<file path="src/rtl/audio_fifo_write_sched.sv">
// Paces source samples into the audio FIFO: fills it at full rate while priming, then writes one sample per period.
// Keeps saturating counts of sample slots missed because the source was empty or the FIFO was blocked.
module audio_fifo_write_sched #(
  parameter int DATA_W    = 32,
  parameter int USED_W    = 12,
  parameter int HIGH_WM   = 4032,
  parameter int PRIME_LVL = 2048,
  parameter int CNT_W     = 16
) (
  input  logic              clk,
  input  logic              reset,
  input  logic              enable,
  input  logic              stop,
  input  logic              pause,
  input  logic [31:0]       div_freq,
  input  logic              clr_stats,
  input  logic [DATA_W-1:0] src_data,
  input  logic              src_valid,
  output logic              src_ready,
  input  logic              fifo_full,
  input  logic [USED_W-1:0] fifo_used,
  output logic              fifo_wrreq,
  output logic [DATA_W-1:0] fifo_data,
  output logic [1:0]        state,
  output logic              tick,
  output logic [CNT_W-1:0]  underrun_cnt,
  output logic [CNT_W-1:0]  drop_cnt
);

  typedef enum logic [1:0] {
    S_IDLE  = 2'd0,
    S_PRIME = 2'd1,
    S_RUN   = 2'd2,
    S_PAUSE = 2'd3
  } state_t;

  localparam logic [USED_W-1:0] HIGH_LVL  = USED_W'(HIGH_WM);
  localparam logic [USED_W-1:0] PRIME_THR = USED_W'(PRIME_LVL);

  state_t      cur_state, nxt_state;
  logic [31:0] divider, divider_nxt;
  logic [31:0] period, period_nxt;
  logic        pending, pending_nxt;
  logic        tick_nxt;
  logic        underrun_inc, drop_inc;
  logic        counting;
  logic        blocked;
  logic        handshake;
  logic        slot;
  logic [31:0] period_in;

  assign blocked   = fifo_full | (fifo_used >= HIGH_LVL) | pause;
  assign src_ready = ((cur_state == S_PRIME) & ~blocked) |
                     ((cur_state == S_RUN) & pending & ~blocked);
  assign handshake = src_valid & src_ready;
  assign period_in = (div_freq < 32'd2) ? 32'd2 : div_freq;
  assign slot      = (divider == period - 32'd1);
  assign state     = cur_state;

  always_comb begin
    nxt_state    = cur_state;
    divider_nxt  = divider;
    period_nxt   = period;
    pending_nxt  = pending;
    tick_nxt     = 1'b0;
    underrun_inc = 1'b0;
    drop_inc     = 1'b0;
    counting     = 1'b0;

    if (stop | ~enable) begin
      nxt_state   = S_IDLE;
      divider_nxt = 32'd0;
      pending_nxt = 1'b0;
    end else begin
      case (cur_state)
        S_IDLE: begin
          nxt_state   = S_PRIME;
          divider_nxt = 32'd0;
          pending_nxt = 1'b0;
        end
        S_PRIME: begin
          if (!pause && (fifo_used >= PRIME_THR)) begin
            nxt_state   = S_RUN;
            divider_nxt = 32'd0;
            pending_nxt = 1'b0;
            period_nxt  = period_in;
          end
        end
        S_RUN: begin
          if (pause) nxt_state = S_PAUSE;
          else       counting  = 1'b1;
        end
        S_PAUSE: begin
          // Release cycle already counts, so playback resumes without losing a clock.
          if (!pause) begin
            nxt_state = S_RUN;
            counting  = 1'b1;
          end
        end
        default: nxt_state = S_IDLE;
      endcase
    end

    if (counting) begin
      if (slot) begin
        divider_nxt = 32'd0;
        period_nxt  = period_in;
        tick_nxt    = 1'b1;
        pending_nxt = 1'b1;
        // A still-owed sample at a new slot means one slot is lost; at most one stays owed.
        if (pending && !handshake) begin
          if (blocked) drop_inc     = 1'b1;
          else         underrun_inc = 1'b1;
        end
      end else begin
        divider_nxt = divider + 32'd1;
        if (handshake) pending_nxt = 1'b0;
      end
    end
  end

  always_ff @(posedge clk) begin
    if (reset) begin
      cur_state  <= S_IDLE;
      divider    <= 32'd0;
      period     <= 32'd2;
      pending    <= 1'b0;
      tick       <= 1'b0;
      fifo_wrreq <= 1'b0;
      fifo_data  <= '0;
    end else begin
      cur_state  <= nxt_state;
      divider    <= divider_nxt;
      period     <= period_nxt;
      pending    <= pending_nxt;
      tick       <= tick_nxt;
      fifo_wrreq <= handshake;
      if (handshake) fifo_data <= src_data;
    end
  end

  always_ff @(posedge clk) begin
    if (reset || clr_stats) begin
      underrun_cnt <= '0;
      drop_cnt     <= '0;
    end else begin
      if (underrun_inc && !(&underrun_cnt)) underrun_cnt <= underrun_cnt + CNT_W'(1);
      if (drop_inc && !(&drop_cnt))         drop_cnt     <= drop_cnt + CNT_W'(1);
    end
  end

endmodule

</file>
<file path="config.mk">
export PLATFORM = sky130hd
export DESIGN_NAME = audio_fifo_write_sched
export DESIGN_NICKNAME = d
export VERILOG_FILES = /design/src/rtl/audio_fifo_write_sched.sv
export SDC_FILE = /design/constraint.sdc
export NUM_CORES = 1
export LEC_CHECK = 0
export ABC_AREA = 1
export BUFFER_PORTS_ARGS = -buffer_cell sky130_fd_sc_hd__clkbuf_2
export CAP_MARGIN = 0
export CORE_ASPECT_RATIO = 2
export CORE_UTILIZATION = 40
export CTS_CLUSTER_SIZE = 30
export DETAILED_ROUTE_END_ITERATION = 12
export PLACE_DENSITY = 0.64
export SYNTH_ARGS = -nofsm -noshare
export SYNTH_HDL_FRONTEND = slang
export SYNTH_SLANG_ARGS = --single-unit
</file>
<file path="constraint.sdc">
create_clock -name clk -period 5.75 [get_ports clk]
set_input_delay 0.575 -clock clk [delete_from_list [all_inputs] [get_ports clk]]
set_output_delay 0.575 -clock clk [all_outputs]
set_load 0.005 [all_outputs]
</file>
### Word level (Yosys, flattened, before mapping)

Cells that the tools add are included.

| storage, ports and cells | value |
|---|---|
| flip-flop bits (word level) | 133 |
| input port bits | 84 |
| output and inout bits | 69 |
| logic and storage cells | 86 |

| operators by class | value |
|---|---|
| add/sub/neg operators | 4 |
| order comparisons | 3 |
| eq/ne operators | 8 |
| multiplexer cells | 33 |
| bitwise gates (word level) | 11 |
| reductions and logical operators | 18 |

Operators by type and width:

| operator | count |
|---|---|
| 32-bit 2-to-1 mux | 10 |
| 32-bit case mux with 2 select lines | 1 |
| 16-bit by 1-bit adder with 16-bit output, second input constant | 2 |
| 32-bit by 1-bit adder with 32-bit output, second input constant | 1 |
| 32-bit equality test | 1 |
| 32-bit by 2-bit < comparator with 1-bit output, second input constant | 1 |
| 16-bit AND reduction | 2 |
| 32-bit by 1-bit subtractor with 32-bit output, second input constant | 1 |
| 12-bit greater-or-equal comparator, second input constant | 2 |
| 1-bit 2-to-1 mux | 17 |
| 2-bit case mux with 4 select lines | 1 |
| 2-bit 2-to-1 mux | 3 |
| 2-bit OR reduction | 3 |
| 1-bit bitwise AND | 4 |
| 2-bit equality test, second input constant | 2 |
| 1-bit logical AND | 4 |
| 1-bit logical NOT | 4 |
| 2-bit inequality test, second input constant | 2 |
| 4-bit by 2-bit inequality test with 1-bit output, second input constant | 1 |
| 1-bit OR | 4 |
| 4-bit nonzero test | 1 |
| 1-bit inverter | 3 |
| 3-bit AND reduction | 1 |
| 2-bit by 1-bit equality test with 1-bit output, second input constant | 1 |
| other kinds (5) | 5 |

### Logic depth before layout (Yosys ltp)

| logic depth | value |
|---|---|
| depth in word-level cells | 13 |
| gate-level depth with buffers | 20 |

### Worst setup path before layout

No wires, ideal clock.

| path | value |
|---|---|
| path kind | register to register |
| from | register period[0] |
| to | register drop_cnt[11] |
| library setup time | 132 ps |
| arrival | 2209 ps |
| required time | 5618 ps |
| path slack | 3408 ps |
| stages on the path, launching flop included | 17 |
| path buffers | 1 |
| clock period less this slack | 2342 ps |
| cells stage by stage | dfxtp_1 -> inv_1 -> ha_1 -> nand2_2 -> nor2_8 -> nand2_2 -> o21ai_1 -> nand2_1 -> nor2_1 -> nand2_1 -> nor2_2 -> nand3_4 -> nor2_8 -> nand3_4 -> buf_6 -> nand2_1 -> a21oi_1 |

| between the ends | value |
|---|---|
| cells in the longest elaborated chain, start to end | 5 |

Ends and longest elaborated chain:

| element | line | RTL |
|---|---|---|
| start: declaration | 42 | `logic [31:0] period, period_nxt;` |
| start signal: assignment | 134 | `period <= period_nxt;` |
| 32-bit by 1-bit subtractor with 32-bit output | 57 | `assign slot = (divider == period - 32'd1);` |
| 32-bit equality test | 57 |  |
| 1-bit 2-to-1 mux | 105 | `if (slot) begin` |
| 1-bit 2-to-1 mux | 104 | `if (counting) begin` |
| 1-bit logical AND | 148 | `if (drop_inc && !(&drop_cnt)) drop_cnt <= drop_cnt + CNT_W'(1);` |
| end signal: assignment | 148 |  |
| end: declaration | 27 | `output logic [CNT_W-1:0] drop_cnt` |

Every way passes these cells.
A chain may end at the register's enable or synchronous reset.

### Worst setup path after layout

| path | value |
|---|---|
| from | register period[0] |
| to | register underrun_cnt[12] |

| between the ends | value |
|---|---|
| cells in the longest elaborated chain, start to end | 5 |

Ends and longest elaborated chain:

| element | line | RTL |
|---|---|---|
| 32-bit by 1-bit subtractor with 32-bit output | 57 |  |
| 32-bit equality test | 57 |  |
| 1-bit 2-to-1 mux | 105 |  |
| 1-bit 2-to-1 mux | 104 |  |
| 1-bit logical AND | 147 | `if (underrun_inc && !(&underrun_cnt)) underrun_cnt <= underrun_cnt + CNT_W'(1);` |
| end signal: assignment | 147 |  |
| end: declaration | 26 | `output logic [CNT_W-1:0] underrun_cnt,` |

Every way passes these cells.

==> results.md <==
- Static Leak: 4.54 nW
- Routed wl met3: 1050 µm
- Synth-to-layout area growth: 17.2%
- Startpoint type of the worst setup path: register
- H-Tree Level Count: 4
- Fraction of synthesis flops using an asynchronous set or reset pin: 0
- Number of register bits inferred by synthesis: 133
- Cell area after placement: 0.00948 mm²
- Setup repair after global routing missed its margin: false
- Yosys top cell area share: 0.310
- Post-synth top area cell: sky130_fd_sc_hd__dfxtp_1
- Maximum root-to-sink buffer count: 2
- Post-CTS Repair Setup Buffers: 0
- Wirelength per Cell: 15.4 µm
- Post-Syn Nets: 1,471
- Clock period minus final worst setup slack: 3450 ps
- Classification of the worst-slack hold path: in -> reg
- Pin count of the biggest net entering global routing: 71
- Setup skew after layout: 12.9 ps
- Met2 routed WL: 14,700 µm
- Hold Buf Count CTS: 0
- Number of distinct library cells after synthesis: 42
- Share of cells above drive strength 1: 0.149
- Number of I/O port buffers: 146
- Accumulated negative setup slack: 0 ps
- Rows: 75
- Filler cell count: 2,262
- Dominant cells by area after synthesis: sky130_fd_sc_hd__dfxtp_1 31%, sky130_fd_sc_hd__nand2_1 18%, sky130_fd_sc_hd__a21oi_1 7.2%, sky130_fd_sc_hd__nor2_1 7.0%, sky130_fd_sc_hd__inv_1 6.1%
- Maximum Capacitance Violations: 0
- Post-cts sizing count: 0
- Leading cell type by number of instances after synthesis: sky130_fd_sc_hd__nand2_1
- Number of enable-type register cells in the synthesized netlist: 0
- Die Height: 209 µm
- Worst slew margin relative to its limit: 0.222
- Post-synthesis instance area: 0.00858 mm²
- Top Metal Used: met4
- First drt pass iteration count: 5
- First-pass GRT wire length: 43,200 µm
- Post-synthesis instance total: 1,383
- Chip width: 106 µm
- Num Clock Sinks: 133
- Sequential area share after synthesis: 0.310
- Gpl congestion: 0.981
- CTS clk-pin slew, worst paths: 60 ps
- CTS tree: done
- HPWL Detailed: 20,900 µm
- Highest attainable clock frequency: 290 MHz
- DR vias/cell: 5.16
- Final hold vios: 0
- Maximum fanout encountered on the critical timing path: 52
- Storage element area: 0.00266 mm²
- Total GRT Usage: 0.254
- Cts bufs inserted: 17
- Syn Area/Cell: 6.21 µm²
- Summed area of non-filler cells in the final layout: 0.0101 mm²
- Max-slew violation count: 0
- Initial drt markers: 398
- Overall routed net length: 27,400 µm
- Effective utilization at floorplan: 0.408
- ANT cells: 0
- Post-route antenna net violation count: 0
- Number of primary I/O pins: 153
- Overflow left after global routing: 0
- Worst-Margin Slew: 1170 ps
- Capturing element type of the critical path: register
- Worst VDD drop: 0.244 mV
- Die area: 0.0221 mm²
- Number of global-route vias before repair: 8,747
- Initial antenna violation count: 0
- # setup viols final: 0
- Area of the multi-input gates: 0.00516 mm²
- Final nets: 1,589
- Met1 layer wirelength in the final routing: 9720 µm
- Crit Path Category: reg -> reg
- DRC violation count after routing: 0
- Core Footprint: 0.0210 mm²
- Data arrival, critical path: 3780 ps
- P per Cell Area: 221 mW/mm²
- Final clock period utilization by the worst path: 0.600
- Via count of the routed design: 9,197
- Outcome: finished clean
- Root cell of the clock tree: sky130_fd_sc_hd__clkbuf_16
- Cell types with the highest counts after synthesis: 412 x sky130_fd_sc_hd__nand2_1, 161 x sky130_fd_sc_hd__nor2_1, 139 x sky130_fd_sc_hd__inv_1, 133 x sky130_fd_sc_hd__dfxtp_1, 124 x sky130_fd_sc_hd__a21oi_1
- Post-Route Hold Slack: 353 ps
- Worst path required time: 6080 ps
- Main synth FF type: sky130_fd_sc_hd__dfxtp_1
- Insertion delay of the later-clocked pin in the worst-skew pair: 450 ps
- Ys Warns: 0
==> critical path, stage by stage (launching register included) <==
cell and delay [ps]:
sky130_fd_sc_hd__dfxtp_1 450, sky130_fd_sc_hd__inv_1 130, sky130_fd_sc_hd__ha_1 250, sky130_fd_sc_hd__nand2_2 220
sky130_fd_sc_hd__nor2_4 70, sky130_fd_sc_hd__nand2_1 200, sky130_fd_sc_hd__inv_1 90, sky130_fd_sc_hd__nand3_1 80
sky130_fd_sc_hd__nand2_1 100, sky130_fd_sc_hd__nor2_1 100, sky130_fd_sc_hd__nand2_1 60, sky130_fd_sc_hd__nor2_1 150
sky130_fd_sc_hd__nand3_2 130, sky130_fd_sc_hd__nor2_4 360, sky130_fd_sc_hd__buf_4 510, sky130_fd_sc_hd__nand2_2 170
sky130_fd_sc_hd__nor3_1 170, sky130_fd_sc_hd__nor2_1 60
==> state kept, by name, indices dropped and copies added, names as in the netlist <==
name / count
period: 32
fifo_data: 32
divider: 32
drop_cnt: 16
fifo_wrreq: 1
tick: 1
state: 2
underrun_cnt: 16
pending: 1
==> where the power goes <==
group	internal, mW	leakage [nW]	switching (mW)
Sequential	0.925	1.07	0.00354
Combinational	0.0678	3.20	0.125
Clock	0.641	0.271	0.455
==> final timing paths <==
kind | startpoint | end | slack, ps | depth (start not counted)
max | period[0]$_SDFF_PP0_ | underrun_cnt[12]$_SDFFE_PP0P_ | 2300 | 17
max reg2reg | period[0]$_SDFF_PP0_ | underrun_cnt[12]$_SDFFE_PP0P_ | 2300 | 17
min | src_data[17] | fifo_data[17]$_SDFFE_PP0P_ | 350 | 3
min reg2reg | fifo_data[14]$_SDFFE_PP0P_ | fifo_data[14]$_SDFFE_PP0P_ | 460 | 2
==> routing by layer <==
layer	global-route usage	up-vias
met5	0	-
met4	0.193	0
met3	0.0493	87
met2	0.475	248
met1	0.237	4158
li1	-	4704
==> placed cells by master, fill, tap and decap left out, types with 2 or more instances in the layout <==
cell type,n
sky130_fd_sc_hd__a21oi_1,123
sky130_fd_sc_hd__a31oi_1,7
sky130_fd_sc_hd__buf_4,5
sky130_fd_sc_hd__bufinv_16,2
sky130_fd_sc_hd__clkbuf_16,17
sky130_fd_sc_hd__clkbuf_2,146
sky130_fd_sc_hd__clkinv_1,2
sky130_fd_sc_hd__clkinv_4,2
sky130_fd_sc_hd__clkinvlp_4,4
sky130_fd_sc_hd__dfxtp_1,133
sky130_fd_sc_hd__ha_1,4
sky130_fd_sc_hd__inv_1,139
sky130_fd_sc_hd__inv_2,5
sky130_fd_sc_hd__inv_6,3
sky130_fd_sc_hd__nand2_1,412
sky130_fd_sc_hd__nand2_2,8
sky130_fd_sc_hd__nand3_1,51
sky130_fd_sc_hd__nand3_4,3
sky130_fd_sc_hd__nand3b_1,12
sky130_fd_sc_hd__nand4_1,58
sky130_fd_sc_hd__nor2_1,161
sky130_fd_sc_hd__nor2_2,6
sky130_fd_sc_hd__nor2_4,6
sky130_fd_sc_hd__nor2_8,3
sky130_fd_sc_hd__nor3_1,26
sky130_fd_sc_hd__nor4_1,8
sky130_fd_sc_hd__o21a_1,3
sky130_fd_sc_hd__o21ai_0,70
sky130_fd_sc_hd__o21ai_1,8
sky130_fd_sc_hd__o21ai_2,2
sky130_fd_sc_hd__or2_2,4
sky130_fd_sc_hd__xnor2_1,23
sky130_fd_sc_hd__xor2_1,41
==> cells by family after synthesis <==
family,count (synthesis),synth area share
flip-flops,133,0.310
buffers and inverters,198,0.0905
XOR/XNOR,64,0.0653
adder cells (fa/ha/maj),4,0.00583
AO/OA/AOI/OAI,220,0.134
AND/OR/NAND/NOR,764,0.395
==> area by class of cell <==
class	instances	share of cell area
Clock buffer	18	0.0427
Clock inverter	13	0.0149
Tap cell	269	0.0335
Timing Repair Buffer	151	0.0764
Inverter	146	0.0545
Sequential cell	133	0.265
Multi-Input combinational cell	1052	0.513
==> per-stage QoR <==
step	setup slack (ps)	cells	power [mW]	util
4_1_cts	2300	1782	2.24	0.478
5_1_grt	1940	1782	2.29	0.478
3_5_place_dp	2300	1751	1.14	0.451
6_report	2300	1782	2.22	0.478
3_3_place_gp	2320	1751	1.14	0.451
2_1_floorplan	3410	1383	1.07	-
Power figures use the tool's default switching activity.
